$ cat config.mk
export PLATFORM = sky130hd
export DESIGN_NAME = mem_arbiter
export DESIGN_NICKNAME = d
export VERILOG_FILES = /design/src/rtl/mem_arbiter_pkg.sv /design/src/rtl/mem_arbiter_arb_pick.sv /design/src/rtl/mem_arbiter.sv
export SDC_FILE = /design/constraint.sdc
export NUM_CORES = 1
export LEC_CHECK = 0
export ABC_CLOCK_PERIOD_IN_PS = 3150
export CORE_MARGIN = 10
export CORE_UTILIZATION = 34
export CTS_CLUSTER_DIAMETER = 80
export DETAILED_ROUTE_END_ITERATION = 12
export GPL_ROUTABILITY_DRIVEN = 0
export MAX_ROUTING_LAYER = met4
export PLACE_DENSITY = 0.86
export SYNTH_ARGS = -nofsm -noshare
export SYNTH_HDL_FRONTEND = slang
export SYNTH_SLANG_ARGS = --single-unit
$ cat constraint.sdc
create_clock -name clk_i -period 3.15 [get_ports clk_i]
set_input_delay 0.315 -clock clk_i [delete_from_list [all_inputs] [get_ports clk_i]]
set_output_delay 0.315 -clock clk_i [all_outputs]
set_load 0.1 [all_outputs]
$ cat src/rtl/mem_arbiter_pkg.sv
// Shared types and defaults for the IFU/LSU memory arbiter.
// Owner encoding doubles as the bit index into the one-hot grant vector.
package mem_arbiter_pkg;

  localparam int unsigned AddrWDefault = 32;
  localparam int unsigned DataWDefault = 32;

  typedef enum logic [1:0] {
    ArbIdle = 2'd0,
    ArbReq  = 2'd1,
    ArbWait = 2'd2
  } arb_state_e;

  typedef enum logic {
    OwnIfu = 1'b0,
    OwnLsu = 1'b1
  } owner_e;

endpackage

$ cat src/rtl/mem_arbiter_arb_pick.sv
// Combinational grant selection between IFU and LSU requesters.
// MEM_ARB_RR_EN: round-robin on conflict; otherwise LSU wins on conflict.
module mem_arbiter_arb_pick
  import mem_arbiter_pkg::*;
(
  input  logic       ifu_valid_i,
  input  logic       lsu_valid_i,
`ifdef MEM_ARB_RR_EN
  input  owner_e     last_grant_i,
`endif
  output logic [1:0] gnt_o
);

  always_comb begin
    gnt_o = '0;
    if (ifu_valid_i && lsu_valid_i) begin
`ifdef MEM_ARB_RR_EN
      // Whoever was not served last gets the port.
      if (last_grant_i == OwnIfu) begin
        gnt_o[OwnLsu] = 1'b1;
      end else begin
        gnt_o[OwnIfu] = 1'b1;
      end
`else
      gnt_o[OwnLsu] = 1'b1;
`endif
    end else if (lsu_valid_i) begin
      gnt_o[OwnLsu] = 1'b1;
    end else if (ifu_valid_i) begin
      gnt_o[OwnIfu] = 1'b1;
    end
  end

endmodule

$ cat src/rtl/mem_arbiter.sv
// Single-outstanding memory port arbiter between fetch (IFU) and load/store (LSU).
// Optional round-robin arbitration is enabled by defining MEM_ARB_RR_EN.
module mem_arbiter
  import mem_arbiter_pkg::*;
#(
  parameter int unsigned ADDR_W = AddrWDefault,
  parameter int unsigned DATA_W = DataWDefault
) (
  input  logic                clk_i,
  input  logic                rst_i,

  input  logic                ifu_req_valid_i,
  output logic                ifu_req_ready_o,
  input  logic [ADDR_W-1:0]   ifu_addr_i,
  output logic                ifu_rsp_valid_o,
  output logic [DATA_W-1:0]   ifu_rdata_o,

  input  logic                lsu_req_valid_i,
  output logic                lsu_req_ready_o,
  input  logic [ADDR_W-1:0]   lsu_addr_i,
  input  logic                lsu_wen_i,
  input  logic [DATA_W-1:0]   lsu_wdata_i,
  input  logic [DATA_W/8-1:0] lsu_wmask_i,
  output logic                lsu_rsp_valid_o,
  output logic [DATA_W-1:0]   lsu_rdata_o,

  output logic                mem_req_valid_o,
  input  logic                mem_req_ready_i,
  output logic [ADDR_W-1:0]   mem_addr_o,
  output logic                mem_wen_o,
  output logic [DATA_W-1:0]   mem_wdata_o,
  output logic [DATA_W/8-1:0] mem_wmask_o,
  input  logic                mem_rsp_valid_i,
  input  logic [DATA_W-1:0]   mem_rdata_i,

  output logic                err_o
);

  localparam int unsigned MaskW = DATA_W / 8;

  arb_state_e        state_q;
  owner_e            owner_q;
  logic [ADDR_W-1:0] addr_q;
  logic              wen_q;
  logic [DATA_W-1:0] wdata_q;
  logic [MaskW-1:0]  wmask_q;
  logic              mem_req_valid_q;
  logic              err_q;

  logic [1:0] gnt;
  logic       in_idle;
  logic       ifu_hs;
  logic       lsu_hs;
  logic       rsp_fire;

`ifdef MEM_ARB_RR_EN
  owner_e last_grant_q;

  always_ff @(posedge clk_i) begin
    if (rst_i) begin
      last_grant_q <= OwnIfu;
    end else if (lsu_hs) begin
      last_grant_q <= OwnLsu;
    end else if (ifu_hs) begin
      last_grant_q <= OwnIfu;
    end
  end
`endif

  mem_arbiter_arb_pick u_arb_pick (
    .ifu_valid_i  (ifu_req_valid_i),
    .lsu_valid_i  (lsu_req_valid_i),
`ifdef MEM_ARB_RR_EN
    .last_grant_i (last_grant_q),
`endif
    .gnt_o        (gnt)
  );

  // Ready is a combinational grant in IDLE; held low while reset is applied.
  assign in_idle         = (state_q == ArbIdle) && !rst_i;
  assign ifu_req_ready_o = in_idle && gnt[OwnIfu];
  assign lsu_req_ready_o = in_idle && gnt[OwnLsu];
  assign ifu_hs          = ifu_req_valid_i && ifu_req_ready_o;
  assign lsu_hs          = lsu_req_valid_i && lsu_req_ready_o;

  always_ff @(posedge clk_i) begin
    if (rst_i) begin
      state_q         <= ArbIdle;
      owner_q         <= OwnIfu;
      addr_q          <= '0;
      wen_q           <= 1'b0;
      wdata_q         <= '0;
      wmask_q         <= '0;
      mem_req_valid_q <= 1'b0;
      err_q           <= 1'b0;
    end else begin
      if (mem_rsp_valid_i && (state_q != ArbWait)) begin
        err_q <= 1'b1;
      end
      unique case (state_q)
        ArbIdle: begin
          if (lsu_hs) begin
            owner_q         <= OwnLsu;
            addr_q          <= lsu_addr_i;
            wen_q           <= lsu_wen_i;
            wdata_q         <= lsu_wdata_i;
            wmask_q         <= lsu_wmask_i;
            mem_req_valid_q <= 1'b1;
            state_q         <= ArbReq;
          end else if (ifu_hs) begin
            owner_q         <= OwnIfu;
            addr_q          <= ifu_addr_i;
            wen_q           <= 1'b0;
            wdata_q         <= '0;
            wmask_q         <= '0;
            mem_req_valid_q <= 1'b1;
            state_q         <= ArbReq;
          end
        end
        ArbReq: begin
          if (mem_req_ready_i) begin
            mem_req_valid_q <= 1'b0;
            state_q         <= ArbWait;
          end
        end
        ArbWait: begin
          if (mem_rsp_valid_i) begin
            state_q <= ArbIdle;
          end
        end
        default: begin
          mem_req_valid_q <= 1'b0;
          state_q         <= ArbIdle;
        end
      endcase
    end
  end

  assign mem_req_valid_o = mem_req_valid_q;
  assign mem_addr_o      = addr_q;
  assign mem_wen_o       = wen_q;
  assign mem_wdata_o     = wdata_q;
  assign mem_wmask_o     = wmask_q;
  assign err_o           = err_q;

  // Response goes straight through to its owner in the same cycle.
  assign rsp_fire        = (state_q == ArbWait) && mem_rsp_valid_i;
  assign ifu_rsp_valid_o = rsp_fire && (owner_q == OwnIfu);
  assign lsu_rsp_valid_o = rsp_fire && (owner_q == OwnLsu);
  assign ifu_rdata_o     = ifu_rsp_valid_o ? mem_rdata_i : '0;
  assign lsu_rdata_o     = lsu_rsp_valid_o ? mem_rdata_i : '0;

endmodule

=== Word level (Yosys, flattened, before mapping) ===
Index checks and enable logic that the tools add are counted.

* Bits in registers: 74
* Input bits: 139
* Output and inout bits: 139
* Logic and storage cells: 57

* Equal/unequal tests: 6
* Muxes and demuxes: 25
* Bitwise logic cells: 2
* Reduce and logical (&&, ||, !) cells: 16

{| class="wikitable"
|+ Operator list
! kind !! count
|-
| $mux 32 || 6
|-
| $mux 1 || 11
|-
| $logic_and 1x1->1 || 10
|-
| $mux 2 || 4
|-
| $mux 4 || 2
|-
| $ne 2x2->1 const B || 3
|-
| $pmux 2 s3 || 1
|-
| $reduce_and 3->1 || 2
|-
| $ne 3x3->1 const B || 1
|-
| $pmux 1 s3 || 1
|-
| $eq 2x1->1 const B || 1
|-
| $eq 2x2->1 const B || 1
|-
| $logic_not 2->1 || 1
|-
| $not 1->1 || 2
|-
| $reduce_and 2->1 || 1
|-
| $reduce_bool 2->1 || 1
|-
| $logic_not 1->1 || 1
|}

=== Depth between registers and ports, before layout ===
* Word-level depth: 8
* Mapped depth: 6
* Mapped depth without buffers: 3

=== Hierarchy ===
A second synthesis with hierarchy kept.

* Cells, all modules: 380
* Area, all modules: 3492.1 µm²

{| class="wikitable"
|+ Modules (own cells, without submodules)
! module !! instances !! cells each !! area an instance (µm²) !! seq. area each (µm²)
|-
| mem_arbiter || 1 || 378 || 3482.1 || 1481.4
|-
| mem_arbiter_arb_pick || 1 || 2 || 10.0 || 0.0
|}

=== Worst setup path after synthesis ===
No wires, ideal clock.

* Kind: register to output
* Start point: reg state_q[1]
* End point: out lsu_rdata_o[22]
* Data arrival time: 2606 ps
* Required time: 2835 ps
* Slack: 229 ps
* Stages on the path, launching flop included: 5
* Path buffers: 2
* Cells stage by stage: dfxtp_1 -> buf_2 -> and4b_1 -> clkbuf_1 -> and2_1

* Longest elaborated chain between the ends: 4

{| class="wikitable"
|+ Ends and longest elaborated chain
! what !! line !! RTL
|-
| start: declaration || mem_arbiter.sv:41 || <nowiki>arb_state_e state_q;</nowiki>
|-
| start signal: assignment || mem_arbiter.sv:88 || <nowiki>state_q <= ArbIdle;</nowiki>
|-
| start signal: assignment || mem_arbiter.sv:109 || <nowiki>state_q <= ArbReq;</nowiki>
|-
| start signal: assignment || mem_arbiter.sv:117 || <nowiki>state_q <= ArbReq;</nowiki>
|-
| $eq 2x2->1 || mem_arbiter.sv:147 || <nowiki>assign rsp_fire = (state_q == ArbWait) && mem_rsp_valid_i;</nowiki>
|-
| $logic_and 1x1->1 || mem_arbiter.sv:147 ||
|-
| $logic_and 1x1->1 || mem_arbiter.sv:149 || <nowiki>assign lsu_rsp_valid_o = rsp_fire && (owner_q == OwnLsu);</nowiki>
|-
| named net lsu_rsp_valid_o || mem_arbiter.sv:24 || <nowiki>output logic lsu_rsp_valid_o,</nowiki>
|-
| $mux 32 || mem_arbiter.sv:151 || <nowiki>assign lsu_rdata_o = lsu_rsp_valid_o ? mem_rdata_i : '0;</nowiki>
|-
| end: declaration || mem_arbiter.sv:25 || <nowiki>output logic [DATA_W-1:0] lsu_rdata_o,</nowiki>
|}

The timed path passes the listed nets, and every way through them passes these cells.

=== Worst setup path in the final report ===
* Start point: reg state_q[1]
* End point: out lsu_rdata_o[10]

* Longest elaborated chain between the ends: 4

{| class="wikitable"
|+ Ends and longest elaborated chain
! what !! line
|-
| $eq 2x2->1 || mem_arbiter.sv:147
|-
| $logic_and 1x1->1 || mem_arbiter.sv:147
|-
| $logic_and 1x1->1 || mem_arbiter.sv:149
|-
| $mux 32 || mem_arbiter.sv:151
|}

No other way between the ends.

==> impl_metrics.toml <==
[outcome]
status = "complete, no violations"

[synthesis]
synth_edf_count = 0
syn_nets = 471
synth_top_cells_by_area = "dfxtp_1, and2_1, a22o_1"
synth_area_mm2 = 0.00316
ys_seq_area_share_pct = 46.9
synth_seq_cells = 74
synth-main-ff-cell = "dfxtp_1"
synth_top_cell_by_area = "dfxtp_1"
synth_async_sr_flop_share_pct = 0
synth_top_area_share_pct = 46.9
synth-warning-count = 0
syn-instance-count = 332
synthDistinctLibCells = 26
yosys-top-cells-count = "dfxtp_1, and2_1, a22o_1"
yosysMostFrequentCell = "dfxtp_1"
syn-mean-instance-area_um2 = 9.52

[floorplanning]
die_w_um = 116
core-area_mm2 = 0.00915
fp.dieH_um = 116
io_pins = 278
die_area_mm2 = 0.0135
rows = 35
initial_core_util_pct = 34.5

[drt]
num_vias = 3659
maxUsedRoutingLayer = "met4"
dr_wl_met2_um = 8110
dr.pass1.iters = 4
antenna_left = 0
dr_wl_met3_um = 1410
met1_length_um = 5630
drt_iter0_markers = 191
drt-total-wl_um = 15300
drc_errors = 0
routed_via_density = 5.15
wl_per_cell_um = 21.6

[timing]
tightestPinTransition_ps = 1030
rsz0062_at_grt = "false"
min_period_ps = 2610
post-route-period-util_pct = 82.9
whs_ps = 465
fin_ws_ps = 538
relSlewSlack_pct = 31.0
hold_viol = 0
setup_viol = 0
fin_setup_tns_ps = 0
maxSlewViolCount = 0
max_freq_mhz = 383
fin_skew_ps = 10.1

[min_path]
holdPathEnd = "mem_req_valid_o"
hold_path.class = "flip-flop to flip-flop"
hp-start = "mem_req_valid_o"
holdPathStages = 2

[critical_path]
cp.required_ps = 2830
worstPathCellList = "and4b_1, and2_1, buf_4"
crit_slowest_cell = "and4b_1"
r2r_cells = 4
crit_fanout = 33
cp-start-kind = "flip-flop"
crit_arrival_ps = 2300
r2r_slack_ps = 1370
rr_endpoint = "mem_wdata_o[9]"
timing.critical_path.max_delay_family = "simple AND/OR/NAND/NOR gates"
cp-end-kind = "output pin"
rr_startpoint = "state_q[1]"
crit_type = "flip-flop to output pin"
slowest_delay_ps = 860
crit_buf_inv = 1

[cts]
cts_tree = "built"
cts_buffer_depth = 2
cts-root-buf = "clkbuf_8"
ctsHoldBuffers = 0
cts_made_buffers = 9
cts_resized = 0
postCtsSetupBuffers = 0
path_clk_slew_ps = 70
clock_latency_ps = 330
htree_num_levels = 3
cts_num_sinks = 74

[finish]
fin_nets = 734
drive_gt1_share_pct = 17.0
fillers = 636
finish.utilization_pct = 73.3
antenna_cells = 0
syn_to_final_growth_pct = 112

[pwr]
power_density_mw_per_mm2 = 445
vdd_drop_max_mv = 0.308
leakage_nw = 2.58
fin_total_pwr_mw = 2.98

[global_routing]
grt_max_degree = 39
grt_pass1_vias = 3777
grt-ovfl-total = 0
antenna_found_initial = 0
grt_use_total_pct = 21.7
grt_pass1_wl_um = 22000

[place]
io_buffers = 277
preCtsSetupSlack_ps = 709
dp_hpwl_um = 12600

[job]
drv_cap = 0
## stage by stage
stage / cell area [um2] / cells
finish: 6710 / 710
global route: 6710 / 710
CTS: 6710 / 710
detailed placement: 6480 / 695
global placement: 6480 / 695
floorplan: 3160 / 332
## worst max-delay path by stage
stage / from / end / slack [ps] / cells after the start
6_report: state_q[1] / lsu_rdata_o[10] / 540 / 3
5_1_grt: state_q[1] / lsu_rdata_o[1] / 410 / 3
4_1_cts: state_q[1] / lsu_rdata_o[10] / 580 / 3
3_5_place_dp: mem_rsp_valid_i / lsu_rdata_o[10] / 710 / 4
3_3_place_gp: mem_rsp_valid_i / lsu_rdata_o[29] / 850 / 4
2_1_floorplan: state_q[1] / lsu_rdata_o[22] / 230 / 4
## worst register-to-register path: stages (launching register included)
cell and delay [ps]:
dfxtp_1 430, nor3_4 230, and2_1 590, buf_4 310, a22o_1 170
## where the power goes
part           internal [mW]  switching, mW
Clock                  0.487          0.343
Combinational          0.365          0.739
Sequential              1.01         0.0435
## flip-flops by register name, summed over array words and instances (netlist names)
name,flops
mem_req_valid_o,1
mem_wdata_o,32
owner_q,1
mem_addr_o,32
mem_wen_o,1
err_o,1
mem_wmask_o,4
state_q,2
## cells by family (layout without fill, tap and decap cells)
group	Yosys count	in the layout	synth area share (%)
AO/OA/AOI/OAI	141	141	31.2
AND/OR/NAND/NOR	81	81	16.3
flip-flops	74	74	46.9
buffers and inverters	36	303	5.66
## layout by cell type, fill, tap and decap left out
master           count
and2_1              65
buf_12              55
inv_1                1
buf_4               26
a22o_1              37
clkinv_2             1
a21bo_2              1
o22a_1               1
nand2b_1             1
nand2b_4             1
dfxtp_1             74
clkbuf_8            11
nand2_1              5
nor2_1               3
o22ai_1             32
clkdlybuf4s50_1    206
and4b_1              1
inv_6                1
nor2_2               1
o21ai_0              1
and3_1               1
a211oi_1            32
nor3_4               1
nor3b_2              1
a21oi_4              1
or2_1                1
bufinv_16            2
a21oi_1             36
## area by class of cell
cell class	count	area [um2]	area share, %
multi-input cells	222	1500	22.4
well taps	111	139	2.07
clock inverters	4	73.8	1.10
flip-flops and latches	74	1480	22.1
inverters	1	3.75	0.0560
repair buffers	287	3360	50.1
clock buffers	11	151	2.26
## per-layer routing
layer	GRT usage, %	vias up
met2	38.5	183
met1	22.6	1713
met3	7.65	12
met4	5.09	0
met5	-	-
li1	-	1751
Power figures use the tool's default switching activity.
